--- config.mk ---
export PLATFORM = sky130hd
export DESIGN_NAME = lockout_digital_lock
export DESIGN_NICKNAME = d
export VERILOG_FILES = /design/src/rtl/lockout_digital_lock_pkg.sv /design/src/rtl/lockout_digital_lock_key_onehot_encoder.sv /design/src/rtl/lockout_digital_lock.sv
export SDC_FILE = /design/constraint.sdc
export NUM_CORES = 1
export LEC_CHECK = 0
export ABC_AREA = 1
export BUFFER_PORTS_ARGS = -buffer_cell sky130_fd_sc_hd__buf_2
export CAP_MARGIN = 40
export CORE_ASPECT_RATIO = 1.5
export CORE_MARGIN = 2
export CORE_UTILIZATION = 60
export CTS_BUF_LIST = sky130_fd_sc_hd__clkbuf_2 sky130_fd_sc_hd__clkbuf_4 sky130_fd_sc_hd__clkbuf_8
export CTS_CLUSTER_DIAMETER = 150
export DETAILED_ROUTE_END_ITERATION = 7
export GPL_ROUTABILITY_DRIVEN = 0
export PLACE_DENSITY_LB_ADDON = 0.1
export SYNTH_ARGS = -nofsm -noshare
export SYNTH_HDL_FRONTEND = slang
export SYNTH_SLANG_ARGS = --single-unit
--- constraint.sdc ---
create_clock -name clock -period 4.3 [get_ports clock]
set_clock_uncertainty 0.15 [all_clocks]
set_input_delay 0.645 -clock clock [delete_from_list [all_inputs] [get_ports clock]]
set_output_delay 0.645 -clock clock [all_outputs]
set_load 0.05 [all_outputs]
--- src/rtl/lockout_digital_lock_pkg.sv ---
// Shared definitions for the lockout digital lock: state encoding, display
// codes and the key-digit width helper.
package lockout_digital_lock_pkg;

    typedef enum logic [2:0] {
        ST_UNLOCKED = 3'd0,
        ST_CREATE   = 3'd1,
        ST_CONFIRM  = 3'd2,
        ST_LOCKED   = 3'd3,
        ST_ENTER    = 3'd4,
        ST_LOCKOUT  = 3'd5
    } state_e;

    localparam logic [3:0] BLANK = 4'hF;
    localparam logic [3:0] LOCK  = 4'hE;

    function automatic int dw_f(input int num_keys);
        return (num_keys <= 2) ? 1 : $clog2(num_keys);
    endfunction

endpackage

--- src/rtl/lockout_digital_lock_key_onehot_encoder.sv ---
// Turns the raw key pulse vector into {valid, digit}; only a vector with
// exactly one bit high is a valid press.
module key_onehot_encoder
    import lockout_digital_lock_pkg::*;
#(
    parameter int NUM_KEYS = 4,
    parameter int DW       = dw_f(NUM_KEYS)
) (
    input  logic [NUM_KEYS-1:0] key,
    output logic                valid,
    output logic [DW-1:0]       digit
);

    logic [4:0] ones_s;

    // Population count plus index of the (last) high bit.
    always_comb begin
        ones_s = 5'd0;
        digit  = '0;
        for (int i = 0; i < NUM_KEYS; i++) begin
            ones_s = ones_s + {4'd0, key[i]};
            digit  = key[i] ? DW'(i) : digit;
        end
        valid = (ones_s == 5'd1);
    end

endmodule

--- src/rtl/lockout_digital_lock.sv ---
// Password lock with create/confirm, entry, attempt counting, timed lockout
// and an idle abort timer; all outputs are registered.
module lockout_digital_lock
    import lockout_digital_lock_pkg::*;
#(
    parameter int PASSWORD_LENGTH = 4,
    parameter int NUM_KEYS        = 4,
    parameter int NUM_DISPLAYS    = 6,
    parameter int MAX_ATTEMPTS    = 3,
    parameter int LOCKOUT_CYCLES  = 50000000,
    parameter int ENTRY_TIMEOUT   = 250000000
) (
    input  logic                      clock,
    input  logic                      reset,
    input  logic [NUM_KEYS-1:0]       key,
    output logic                      lock_flag,
    output logic                      error_flag,
    output logic                      enter_pwd_flag,
    output logic                      create_pwd_flag,
    output logic                      lockout_flag,
    output logic [3:0]                attempts_left,
    output logic [4*NUM_DISPLAYS-1:0] display_digits
);

    localparam int              DW           = dw_f(NUM_KEYS);
    localparam int              IW           = $clog2(PASSWORD_LENGTH + 1);
    localparam logic [IW-1:0]   LAST_IDX     = IW'(PASSWORD_LENGTH - 1);
    localparam logic [31:0]     LOCKOUT_LOAD = 32'(LOCKOUT_CYCLES - 1);
    localparam logic [31:0]     IDLE_LOAD    = 32'(ENTRY_TIMEOUT - 1);
    localparam logic [3:0]      MAX_FAILS    = 4'(MAX_ATTEMPTS);

    typedef logic [PASSWORD_LENGTH-1:0][DW-1:0] code_t;

    state_e                   state_q, state_d, eff_state_s;
    logic [IW-1:0]            idx_q, idx_d, eff_idx_s;
    code_t                    entry_q, entry_d, cand_q, cand_d, pwd_q, pwd_d;
    logic [3:0]               fail_q, fail_d, fail_inc_s;
    logic [31:0]              lock_cnt_q, lock_cnt_d, idle_q, idle_d;
    logic                     valid_s, err_s, in_entry_s;
    logic [DW-1:0]            digit_s;
    logic [NUM_DISPLAYS-1:0][DW-1:0] shown_s;

    logic                      lock_flag_q, lock_flag_d;
    logic                      error_flag_q, error_flag_d;
    logic                      enter_flag_q, enter_flag_d;
    logic                      create_flag_q, create_flag_d;
    logic                      lockout_flag_q, lockout_flag_d;
    logic [3:0]                attempts_q, attempts_d;
    logic [4*NUM_DISPLAYS-1:0] display_q, display_d;

    key_onehot_encoder #(
        .NUM_KEYS (NUM_KEYS),
        .DW       (DW)
    ) u_encoder (
        .key   (key),
        .valid (valid_s),
        .digit (digit_s)
    );

    // Next-state logic: presses, completion compares, lockout countdown, idle abort.
    always_comb begin
        state_d    = state_q;
        idx_d      = idx_q;
        entry_d    = entry_q;
        cand_d     = cand_q;
        pwd_d      = pwd_q;
        fail_d     = fail_q;
        lock_cnt_d = lock_cnt_q;
        idle_d     = idle_q;
        err_s      = 1'b0;
        fail_inc_s = (fail_q >= MAX_FAILS) ? MAX_FAILS : (fail_q + 4'd1);
        in_entry_s = (state_q == ST_CREATE) || (state_q == ST_CONFIRM) || (state_q == ST_ENTER);

        // A first press from a resting state behaves as digit 0 of the entry state.
        case (state_q)
            ST_UNLOCKED: begin
                eff_state_s = ST_CREATE;
                eff_idx_s   = '0;
            end
            ST_LOCKED: begin
                eff_state_s = ST_ENTER;
                eff_idx_s   = '0;
            end
            default: begin
                eff_state_s = state_q;
                eff_idx_s   = idx_q;
            end
        endcase

        if (state_q == ST_LOCKOUT) begin
            if (lock_cnt_q == 32'd0) begin
                state_d = ST_LOCKED;
                fail_d  = 4'd0;
            end else begin
                lock_cnt_d = lock_cnt_q - 32'd1;
            end
        end else if (valid_s) begin
            for (int i = 0; i < PASSWORD_LENGTH; i++) begin
                entry_d[i] = (i == int'(eff_idx_s)) ? digit_s : entry_q[i];
            end
            state_d = eff_state_s;
            if (eff_idx_s == LAST_IDX) begin
                idx_d = '0;
                case (eff_state_s)
                    ST_CREATE: begin
                        cand_d  = entry_d;
                        state_d = ST_CONFIRM;
                    end
                    ST_CONFIRM: begin
                        if (entry_d == cand_q) begin
                            pwd_d   = entry_d;
                            fail_d  = 4'd0;
                            state_d = ST_LOCKED;
                        end else begin
                            err_s   = 1'b1;
                            state_d = ST_UNLOCKED;
                        end
                    end
                    ST_ENTER: begin
                        if (entry_d == pwd_q) begin
                            fail_d  = 4'd0;
                            state_d = ST_UNLOCKED;
                        end else begin
                            err_s   = 1'b1;
                            fail_d  = fail_inc_s;
                            state_d = (fail_inc_s == MAX_FAILS) ? ST_LOCKOUT : ST_LOCKED;
                        end
                    end
                    default: state_d = state_q;
                endcase
            end else begin
                idx_d = eff_idx_s + IW'(1);
            end
        end else if (in_entry_s && (idle_q == 32'd0)) begin
            err_s   = 1'b1;
            idx_d   = '0;
            state_d = (state_q == ST_ENTER) ? ST_LOCKED : ST_UNLOCKED;
        end else begin
            state_d = state_q;
        end

        if ((state_d == ST_LOCKOUT) && (state_q != ST_LOCKOUT)) begin
            lock_cnt_d = LOCKOUT_LOAD;
        end else begin
            lock_cnt_d = lock_cnt_d;
        end

        if ((state_d != state_q) || valid_s) begin
            idle_d = IDLE_LOAD;
        end else if (in_entry_s && (idle_q != 32'd0)) begin
            idle_d = idle_q - 32'd1;
        end else begin
            idle_d = idle_q;
        end
    end

    // Output values derived from the next state so the registers track it with one cycle latency.
    always_comb begin
        shown_s = '0;
        for (int i = 0; i < PASSWORD_LENGTH; i++) begin
            shown_s[i] = entry_d[i];
        end
        lock_flag_d    = (state_d == ST_LOCKED) || (state_d == ST_ENTER) || (state_d == ST_LOCKOUT);
        error_flag_d   = err_s;
        enter_flag_d   = (state_d == ST_ENTER);
        create_flag_d  = (state_d == ST_CREATE) || (state_d == ST_CONFIRM);
        lockout_flag_d = (state_d == ST_LOCKOUT);
        attempts_d     = MAX_FAILS - fail_d;
        for (int i = 0; i < NUM_DISPLAYS; i++) begin
            if (state_d == ST_LOCKOUT) begin
                display_d[4*i +: 4] = LOCK;
            end else if (i < int'(idx_d)) begin
                display_d[4*i +: 4] = 4'(shown_s[i]);
            end else begin
                display_d[4*i +: 4] = BLANK;
            end
        end
    end

    // State, storage, timers and output registers with synchronous active-low reset.
    always_ff @(posedge clock) begin
        if (!reset) begin
            state_q        <= ST_UNLOCKED;
            idx_q          <= '0;
            entry_q        <= '0;
            cand_q         <= '0;
            pwd_q          <= '0;
            fail_q         <= 4'd0;
            lock_cnt_q     <= 32'd0;
            idle_q         <= 32'd0;
            lock_flag_q    <= 1'b0;
            error_flag_q   <= 1'b0;
            enter_flag_q   <= 1'b0;
            create_flag_q  <= 1'b0;
            lockout_flag_q <= 1'b0;
            attempts_q     <= MAX_FAILS;
            display_q      <= {NUM_DISPLAYS{BLANK}};
        end else begin
            state_q        <= state_d;
            idx_q          <= idx_d;
            entry_q        <= entry_d;
            cand_q         <= cand_d;
            pwd_q          <= pwd_d;
            fail_q         <= fail_d;
            lock_cnt_q     <= lock_cnt_d;
            idle_q         <= idle_d;
            lock_flag_q    <= lock_flag_d;
            error_flag_q   <= error_flag_d;
            enter_flag_q   <= enter_flag_d;
            create_flag_q  <= create_flag_d;
            lockout_flag_q <= lockout_flag_d;
            attempts_q     <= attempts_d;
            display_q      <= display_d;
        end
    end

    assign lock_flag       = lock_flag_q;
    assign error_flag      = error_flag_q;
    assign enter_pwd_flag  = enter_flag_q;
    assign create_pwd_flag = create_flag_q;
    assign lockout_flag    = lockout_flag_q;
    assign attempts_left   = attempts_q;
    assign display_digits  = display_q;

endmodule

# After elaboration in Yosys (flattened, before gate mapping)
# Index checks and enable logic that the tools add are counted.
[op_classes] n_addsub=8 order_cmp=7 eq_ne=24 n_mux=56 bitwise=7 n_reduce_logical=29
[op_table] op="26-bit 2-to-1 mux" count=3
[op_table] op="32-bit logical NOT" count=2
[op_table] op="32-bit by 1-bit subtractor with 32-bit output (second input constant)" count=2
[op_table] op="28-bit 2-to-1 mux" count=2
[op_table] op="4-bit 2-to-1 mux" count=13
[op_table] op="3-bit 2-to-1 mux" count=12
[op_table] op="32-bit nonzero test" count=1
[op_table] op="3-bit by 2-bit equality test with 1-bit output (second input constant)" count=6
[op_table] op="8-bit equality test" count=2
[op_table] op="2-bit 2-to-1 mux" count=8
[op_table] op="8-bit 2-to-1 mux" count=2
[op_table] op="3-bit equality test (second input constant)" count=5
[op_table] op="1-bit 2-to-1 mux" count=12
[op_table] op="3-bit OR reduction" count=4
[op_table] op="5-bit by 1-bit adder with 5-bit output" count=2
[op_table] op="2-bit OR reduction" count=5
[op_table] op="3-bit by 1-bit equality test with 1-bit output (second input constant)" count=3
[op_table] op="3-bit case mux with 3 select lines" count=1
[op_table] op="4-bit case mux with 2 select lines" count=1
[op_table] op="1-bit NOT" count=7
[op_table] op="3-bit equality test (first input constant)" count=2
[op_table] op="3-bit logical NOT" count=2
[op_table] op="1-bit logical OR" count=6
[op_table] op="1-bit by 3-bit < comparator with 1-bit output (first input constant)" count=2
[op_table] op="20 further kinds" count=26
[totals] regBits=131 inputBits=6 output_inout_bits=33

# Depth between registers and ports, before layout
# Gate-level depths: netlist of run 1.
[logic_depth] word_depth=15 ltp_mapped=23 depth_no_buf=22

# Modules after synthesis
# From an unflattened synthesis of run 1, not the netlist that was laid out.
[unflattened] cells_unflattened=916 area_unflattened_um2=6558.8
[modules_own_cells] module="lockout_digital_lock" n_inst=1 cells_per_inst=901 area_per_inst_um2=6466.2 seq_area_each_um2=2442.3
[modules_own_cells] module="key_onehot_encoder" n_inst=1 cells_per_inst=15 area_per_inst_um2=92.6 seq_area_each_um2=0.0

# Least setup slack after synthesis of run 1
# Ideal clock, no wire load.
[synth_path] path_kind="input-to-reg" startpoint="input key[0]" endpoint="register lock_cnt_q[30]" setup_time_ns=0.061 t_arrival_ns=3.388 required_ns=4.089 setup_slack_ns=0.700 path_stages=16 path_buffers=1 path_cell_list="ha_1 > inv_1 > fa_1 > inv_1 > ha_1 > nor3_1 > clkinv_1 > nor2_1 > inv_1 > nand2_1 > a21boi_4 > inv_2 > nand4_4 > nand2_4 > buf_12 > nor2_4"
[synth_between] elab_chain_len=9
[synth_rtl] item="start: declaration" line="lockout_digital_lock.sv:15" rtl="input logic [NUM_KEYS-1:0] key,"
[synth_rtl] item="1-bit by 1-bit adder with 2-bit output" line="lockout_digital_lock_key_onehot_encoder.sv:21" rtl="ones_s = ones_s + {4'd0, key[i]};"
[synth_rtl] item="5-bit by 1-bit adder with 5-bit output (2 in a row)" line="lockout_digital_lock_key_onehot_encoder.sv:21"
[synth_rtl] item="5-bit by 1-bit equality test with 1-bit output" line="lockout_digital_lock_key_onehot_encoder.sv:24" rtl="valid = (ones_s == 5'd1);"
[synth_rtl] item="3-bit 2-to-1 mux" line="lockout_digital_lock.sv:97" rtl="end else if (valid_s) begin"
[synth_rtl] item="3-bit 2-to-1 mux" line="lockout_digital_lock.sv:90" rtl="if (state_q == ST_LOCKOUT) begin"
[synth_rtl] item="3-bit equality test" line="lockout_digital_lock.sv:142" rtl="if ((state_d == ST_LOCKOUT) && (state_q != ST_LOCKOUT)) begin"
[synth_rtl] item="1-bit logical AND" line="lockout_digital_lock.sv:142"
[synth_rtl] item="2-bit OR reduction (no line)"
[synth_rtl] item="end signal: assignment" line="lockout_digital_lock.sv:205" rtl="lock_cnt_q <= lock_cnt_d;"
[synth_rtl] item="end: declaration" line="lockout_digital_lock.sv:38" rtl="logic [31:0] lock_cnt_q, lock_cnt_d, idle_q, idle_d;"
# No other way between the ends.
# A chain may end at the register's enable or synchronous reset.

# Final worst setup path of run 1
[layout_path] startpoint="register state_q[1]" endpoint="register lock_cnt_q[8]"
[layout_between] elab_chain_len=14 elab_cells_between_ends=40 cone_classes="eq/ne (16); mux (15); reduce/logical (9)"
[layout_rtl] item="start: declaration" line="lockout_digital_lock.sv:34" rtl="state_e state_q, state_d, eff_state_s;"
[layout_rtl] item="start signal: assignment" line="lockout_digital_lock.sv:199" rtl="state_q <= state_d;"
[layout_rtl] item="3-bit by 2-bit equality test with 1-bit output or 3-bit logical NOT (tied branches)" line="lockout_digital_lock.sv:75" rtl="case (state_q)"
[layout_rtl] item="2-bit OR reduction (no line)"
[layout_rtl] item="3-bit 2-to-1 mux" line="lockout_digital_lock.sv:75"
[layout_rtl] item="2-bit by 3-bit equality test with 1-bit output, or another cell as far along" line="lockout_digital_lock.sv:99" rtl="entry_d[i] = (i == int'(eff_idx_s)) ? digit_s : entry_q[i];"
[layout_rtl] item="2-bit 2-to-1 mux" line="lockout_digital_lock.sv:99"
[layout_rtl] item="8-bit equality test (on tied branches)" line="lockout_digital_lock.sv:120, lockout_digital_lock.sv:110"
[layout_rtl] item="3-bit 2-to-1 mux or 2-bit 2-to-1 mux (tied branches)" line="lockout_digital_lock.sv:120, lockout_digital_lock.sv:110"
[layout_rtl] item="3-bit case mux with 3 select lines" line="lockout_digital_lock.sv:104" rtl="case (eff_state_s)"
[layout_rtl] item="3-bit 2-to-1 mux" line="lockout_digital_lock.sv:102" rtl="if (eff_idx_s == LAST_IDX) begin"
[layout_rtl] item="3-bit 2-to-1 mux" line="lockout_digital_lock.sv:97"
[layout_rtl] item="3-bit 2-to-1 mux" line="lockout_digital_lock.sv:90"
[layout_rtl] item="3-bit equality test" line="lockout_digital_lock.sv:142"
[layout_rtl] item="1-bit logical AND" line="lockout_digital_lock.sv:142"
[layout_rtl] item="2-bit OR reduction (no line)"
# Several ways; a longest one is shown, not always the timed one.

==> impl_metrics.py, run 1 <==
metrics = {
    "sta": {
        "holdWs_ns": 0.306,
        "slew_violations": 0,
        "max_slew_margin": 0.581,
        "period_share": 0.824,
        "rsz0062_at_grt": "false",
        "hold_violations": 0,
        "max_clock_freq_mhz": 282,
        "tns_ns": 0,
        "period_needed_ns": 3.54,
        "finalSetupViolCount": 0,
        "worst_pin_slew_ns": 0.622,
    },
    "cells_and_area": {
        "drive_gt1_frac": 0.146,
        "fillers": 1023,
        "finish.net_count": 1019,
        "multi_input_area_um2": 3570,
        "seq_area_um2": 2440,
        "area_growth_pct": 10.3,
        "n_antenna_cell": 0,
    },
    "global_route": {
        "gr-total-overflow": 0,
        "grt_pass1_vias": 6090,
        "grt_max_degree": 35,
        "grt_antenna_before_repair": 0,
        "grt_pass1_wl_mm": 26.7,
        "grt.total_usage": 0.272,
    },
    "floorplanning": {
        "coreArea_um2": 10900,
        "fp.dieH_um": 133,
        "rows": 47,
        "dieArea_um2": 12000,
        "die_width_um": 90.3,
        "ioPinCount": 39,
        "initial_core_util": 0.612,
    },
    "setup_path": {
        "cp-end-kind": "flop",
        "crit_type": "flop to flop",
        "reg2reg_slack_ns": 0.76,
        "startpoint_type": "flop",
        "worstReg2RegStart": "state_q[1]",
        "worstPathArrival_ns": 3.72,
        "crit_fanout": 19,
        "cp.required_ns": 4.48,
        "reg2regPathDepth": 21,
        "worstReg2RegEnd": "lock_cnt_q[8]",
    },
    "logic_synthesis": {
        "synth_edf_count": 0,
        "netlist_top_cells_area": "dfxtp_1 (36%), nand2_1 (10%), nor2_1 (10%), inv_1 (6.8%), nand3_1 (4.9%)",
        "ys_ff_latch": 122,
        "synth_common_cells": "nand2_1 (185), nor2_1 (178), dfxtp_1 (122), inv_1 (121), nand3_1 (66)",
        "yosysWarnings": 0,
        "yosys.cell_types.count": 48,
        "avgSynthCellArea_um2": 6.89,
        "yosys.area.top_type": "dfxtp_1",
        "synth_ff_type": "dfxtp_1",
        "synthCells": 972,
        "synth-async-reset-ratio": 0,
        "syn-num-nets": 984,
        "synth_area_um2": 6700,
        "synth_seq_area_share": 0.365,
        "synth.top_cell.area_share": 0.365,
        "synth_most_common_cell": "nand2_1",
    },
    "detailed_routing": {
        "highest_layer": "met4",
        "drc": 0,
        "met2_length_mm": 8.29,
        "drt_iter0_drc": 287,
        "ant_nets": 0,
        "wl_met1_mm": 6.08,
        "vias_per_cell": 5.25,
        "drt_first_pass_iters": 5,
        "vias": 6129,
        "route.met3.wl_um": 535,
        "wire_per_inst_um": 13.3,
        "wirelength_mm": 15.6,
    },
    "power_and_ir_drop": {
        "p_per_area_nw_per_um2": 498,
        "power_mw": 3.68,
        "p_leak_nw": 3.40,
        "peakVddDrop_uv": 346,
    },
    "clocking": {
        "cts_tree": "yes",
        "clkSinkCount": 122,
        "cts_buffers": 17,
        "cts_setup_buffers": 0,
        "htreeDepth": 4,
        "ctsResizeCount": 0,
        "cts_root_buf": "clkbuf_8",
        "clk_pin_slew_ns": 0.08,
        "cts_buffer_depth": 2,
        "holdBufCountCts": 0,
        "clk_latency_ns": 0.44,
    },
    "hold_path": {
        "hold_class": "flop to flop",
        "worstHoldPathCells": 2,
        "min-delay-start": "fail_q[3]",
        "hold_path_end": "fail_q[3]",
    },
    "placed_design": {
        "port_buffers": 38,
        "dp_hpwl_mm": 11.6,
    },
    "job": {
        "maxCapViolations": 0,
    },
    "status": {
        "status": "finished, final reports clean",
    },
}
-- sequential cells by signal, indices dropped and copies added (netlist names) --
signal and count:
idle_q 32, lock_cnt_q 32, display_digits 16, cand_q 8, entry_q 8, pwd_q 8
fail_q 4, attempts_left 3, idx_q 3, state_q 3, create_pwd_flag 1, enter_pwd_flag 1
error_flag 1, lock_flag 1, lockout_flag 1
-- placed cells by master, fill, tap and decap left out, types with 10 or more instances in the layout --
cell      count
nor3_1       16
inv_1       120
xor2_1       36
nand4_1      19
nor4_1       11
nor2_4       13
inv_2        10
xnor2_1      10
dfxtp_1     122
o21ai_0      32
or2_2        10
nand3_1      66
nor2_1      178
buf_2        38
nand2_2      14
clkbuf_8     17
a21oi_1      47
nand2_1     185
-- final cells by class --
class,instances,area share
Multi-Input combinational cell,691,0.484
Clock buffer,18,0.0327
Clock inverter,14,0.0300
Inverter,132,0.0674
Timing Repair Buffer,43,0.0308
Sequential cell,122,0.331
Tap cell,147,0.0249
-- worst max-delay path: stages (launching register included) --
cell	delay (ns)
dfxtp_1	0.61
inv_2	0.12
nand2_2	0.08
nand2_1	0.06
nand2_2	0.11
nand4_2	0.33
nand2_1	0.23
nand2_1	0.11
nand2_1	0.07
nand2_1	0.05
nand2_1	0.05
nor2_1	0.05
nand2_2	0.08
nand3_1	0.09
nand2_1	0.08
nand2_1	0.08
nand2_2	0.08
nand2_1	0.08
nand2_2	0.12
nand4_4	0.31
nand2_4	0.41
nor2_1	0.07
-- layer usage --
layer,vias up,global-route usage
met4,0,0.142
li1,3152,-
met5,-,0
met3,51,0.0515
met2,132,0.518
met1,2794,0.278
-- where the power goes --
part           total, mW  internal [mW]  switching (mW)
clock network       1.18          0.700           0.484
registers           1.37           1.26           0.113
logic               1.13          0.352           0.777
total               3.68           2.31            1.37
-- metrics by stage --
stage / utilization / cell area [um^2] / setup slack [ns] / std cells
global placement: 0.633 / 6930 / 0.448 / 1135
finish: 0.676 / 7390 / 0.756 / 1167
CTS: 0.676 / 7390 / 0.800 / 1167
detailed placement: 0.633 / 6930 / 0.374 / 1135
floorplan: - / 6700 / 0.700 / 972
global route: 0.676 / 7390 / 0.441 / 1167
-- worst max-delay path by stage --
stage	end	slack (ns)	from
floorplan	lock_cnt_q[30]	0.70	key[0]
global placement	lock_cnt_q[7]	0.45	key[1]
detailed placement	lock_cnt_q[8]	0.37	key[1]
global route	lock_cnt_q[9]	0.44	state_q[1]
finish	lock_cnt_q[8]	0.76	state_q[1]
CTS	lock_cnt_q[8]	0.80	state_q[1]
-- cell families (layout without fill, tap and decap cells) --
group                      Yosys count  after routing  share of synthesized area
and+or+nand+nor                    540            540                      0.376
buffers and inverters              159            207                      0.102
DFF                                122            122                      0.365
AOI/OAI and AO/OA                   98             98                     0.0835
xor gates and xnor gates            46             46                     0.0602
adders and majority gates            6              6                     0.0123
muxes                                1              1                    0.00149
No activity file was read; power rests on OpenSTA's default activity.
==> run 2, diff against run 1 <==
--- a/config.mk
+++ b/config.mk
@@ -5,7 +5,7 @@
 export SDC_FILE = /design/constraint.sdc
 export NUM_CORES = 1
 export LEC_CHECK = 0
-export ABC_AREA = 1
+export ABC_AREA = 0
 export BUFFER_PORTS_ARGS = -buffer_cell sky130_fd_sc_hd__buf_2
 export CAP_MARGIN = 40
 export CORE_ASPECT_RATIO = 1.5
==> constraint.sdc (replaced) <==
create_clock -name clock -period 3.4 [get_ports clock]
set_clock_uncertainty 0.15 [all_clocks]
set_input_delay 0.51 -clock clock [delete_from_list [all_inputs] [get_ports clock]]
set_output_delay 0.51 -clock clock [all_outputs]
set_load 0.05 [all_outputs]
==> impl_metrics.py, run 2 <==
metrics = {
    "status": {
        "status": "finished, final reports clean",
    },
    "setup_path": {
        "crit_path_top_delay_cell": "a222oi_1",
        "worstPathArrival_ns": 3.46,
        "crit_fanout": 6,
        "startpoint_type": "primary input",
        "cp-end-kind": "flop",
        "critical_path.max_stage_delay_ns": 0.44,
        "crit_path_cell_trace": "buf_6 -> ha_4 -> inv_2 -> fa_2 -> inv_2 -> ha_4 -> or3_4 -> nor2_4 -> o31ai_2 -> a222oi_1 -> buf_4 -> o311a_1 -> o31a_1 -> nand3b_1 -> buf_12 -> o2111ai_2",
        "cp.required_ns": 3.54,
        "crit_type": "primary input to flop",
    },
    "global_route": {
        "grt_antenna_before_repair": 0,
        "grt_pass1_wl_mm": 25.4,
        "busiest_layer": "met2",
        "grt_max_degree": 30,
        "grt_util_met2": 0.512,
        "use_met3": 0.0500,
        "grt.total_usage": 0.285,
        "grt_pass1_vias": 5560,
        "gr-usage-met1": 0.296,
        "gr-total-overflow": 0,
    },
    "sta": {
        "worst_pin_slew_ns": 0.803,
        "finalSetupViolCount": 0,
        "hold_violations": 0,
        "rsz0062_at_grt": "true",
        "period_share": 0.977,
        "holdWs_ns": 0.326,
        "max_clock_freq_mhz": 301,
        "slew_violations": 0,
        "period_needed_ns": 3.32,
        "tns_ns": 0,
        "max_slew_margin": 0.464,
    },
    "logic_synthesis": {
        "netlist_top_cells_area": "dfxtp_1 (39%), nor2_1 (6.0%), xnor2_1 (5.3%), o21ai_0 (3.6%), a21oi_1 (3.3%)",
        "synth_common_cells": "dfxtp_1 (122), nor2_1 (99), nand2_1 (52), o21ai_0 (45), a21oi_1 (41)",
        "synthMuxAreaShare": 0.0193,
        "synth_ff_type": "dfxtp_1",
        "synthXorXnorAreaFrac": 0.0872,
        "avgSynthCellArea_um2": 8.53,
        "yosys.area_share.simple": 0.268,
        "synth_top_family_by_area": "simple AND/OR/NAND/NOR gates",
        "yosysWarnings": 0,
        "synth_most_common_cell": "dfxtp_1",
        "syn-num-nets": 743,
        "yosys.cell_types.count": 71,
        "synth_area_um2": 6240,
        "synth_compound_area_frac": 0.168,
        "synth-async-reset-ratio": 0,
        "synth.top_cell.area_share": 0.391,
        "synthAdderAreaFrac": 0.0148,
        "yosys.area.top_type": "dfxtp_1",
        "synth_seq_area_share": 0.391,
        "ys_ff_latch": 122,
        "synth_edf_count": 0,
        "synthCells": 731,
    },
    "clocking": {
        "cts_buffers": 17,
        "clkSinkCount": 122,
        "cts_buffer_depth": 2,
        "clk_latency_ns": 0.44,
        "cts_tree": "yes",
        "htreeDepth": 4,
        "clk_pin_slew_ns": 0.07,
        "cts_root_buf": "clkbuf_8",
    },
    "power_and_ir_drop": {
        "switching_share": 0.284,
        "comb_power_share": 0.188,
        "power_frac_seq": 0.427,
        "p_per_area_nw_per_um2": 491,
        "peakVddDrop_uv": 332,
        "p_leak_nw": 2.94,
        "clkPwrFrac": 0.385,
        "p_sw_mw": 1.03,
        "power.internal_mw": 2.61,
    },
    "detailed_routing": {
        "wire_per_inst_um": 16.5,
        "drc": 0,
        "vias": 5565,
        "wirelength_mm": 15.5,
        "drt_iter0_drc": 338,
        "vias_per_cell": 5.95,
        "drt_first_pass_iters": 7,
        "ant_nets": 0,
    },
    "cells_and_area": {
        "n_antenna_cell": 0,
        "layoutNonFillerInstCount": 935,
        "seq_area_um2": 2440,
        "fillers": 769,
        "final_common_cell": "dfxtp_1",
        "area_growth_pct": 19.0,
        "finish.net_count": 817,
        "drive_gt1_frac": 0.231,
        "multi_input_area_um2": 3590,
        "post-route-util": 0.733,
        "stdcell_area_um2": 7430,
        "final_cell_mix": "dfxtp_1 (120), nor2_1 (97), buf_4 (59)",
    },
    "placed_design": {
        "port_buffers": 38,
        "dp_hpwl_mm": 11.3,
        "placed_area_um2": 6820,
        "place_inst": 897,
    },
    "floorplanning": {
        "initial_core_util": 0.616,
        "dieArea_um2": 11200,
        "ioPinCount": 39,
        "fp.dieH_um": 129,
        "coreArea_um2": 10100,
        "die_width_um": 87.3,
        "rows": 45,
    },
    "hold_path": {
        "hold_class": "flop to flop",
    },
    "job": {
        "maxCapViolations": 0,
    },
}
## run 2: cell count changes in the layout (fill, tap and decap cells not counted), sizes merged, moves of 20 or more
cell   before  now
nand2     202   52
inv       132   19
nor2      199   99
nand3      74   13
buf        43  100
xnor2      10   39
or3         0   20
## run 2: layout make-up
class                   instances  area share
multi-input cells             545       0.484
flip-flops and latches        122       0.329
inverters                      18     0.00910
well taps                     117      0.0197
clock buffers                  20      0.0354
clock inverters                12      0.0231
repair buffers                101      0.0994
## run 2: final timing paths
kind	from	to	slack (ns)	depth (start not counted)
worst max-delay path	key[1]	display_digits[11]	0.08	16
worst min-delay path	fail_q[1]	attempts_left[1]	0.33	1
worst max register to register	idx_q[2]	display_digits[11]	0.11	11
worst min register to register	fail_q[1]	attempts_left[1]	0.33	1
## run 2: worst max-delay path, delay by kind of cell
| kind | cells | cell delay [ns] |
|---|---|---|
| compound gates | 5 | 0.92 |
| fa+ha+maj | 3 | 0.77 |
| buf+inv | 5 | 0.54 |
| simple gates | 3 | 0.73 |
## run 2: per-stage QoR
stage | total power, mW | setup slack, ns
after floorplan | 2.05 | -0.122
after global placement | 2.19 | -0.375
after detailed placement | 2.22 | -0.432
after CTS | 3.63 | 0.0358
after global routing | 3.81 | -0.0714
final | 3.65 | 0.0779
## run 2: routing by layer
metal  wire length, um  up-vias  share of wire
met5                 0        -              0
met4               764        0          0.049
met3               474       57          0.031
met2              8390      131           0.54
met1              5830     2646           0.38
li1                  -     2731              -
## run 2: cell families after synthesis
kind of cell	count (synthesis)
flip-flops	122
AO/OA/AOI/OAI	152
adder cells (fa/ha/maj)	7
XOR/XNOR	60
buffers and inverters	64
AND/OR/NAND/NOR	314
multiplexers	12
## run 2: power groups by stage
stage | Combinational, mW | Sequential (mW) | Clock, mW
CTS | 0.642 | 1.56 | 1.43
floorplan | 0.452 | 1.60 | 0
finish | 0.685 | 1.56 | 1.40
global placement | 0.606 | 1.58 | 0
detailed placement | 0.634 | 1.59 | 0
global route | 0.745 | 1.57 | 1.49
## run 2: what timing repair did
action | 4_1_cts | 5_1_grt
endpoints found under the setup margin | 0 | 24
hold buffers | 0 | 0
resized for setup | 0 | 26
buffers inserted | 0 | 6
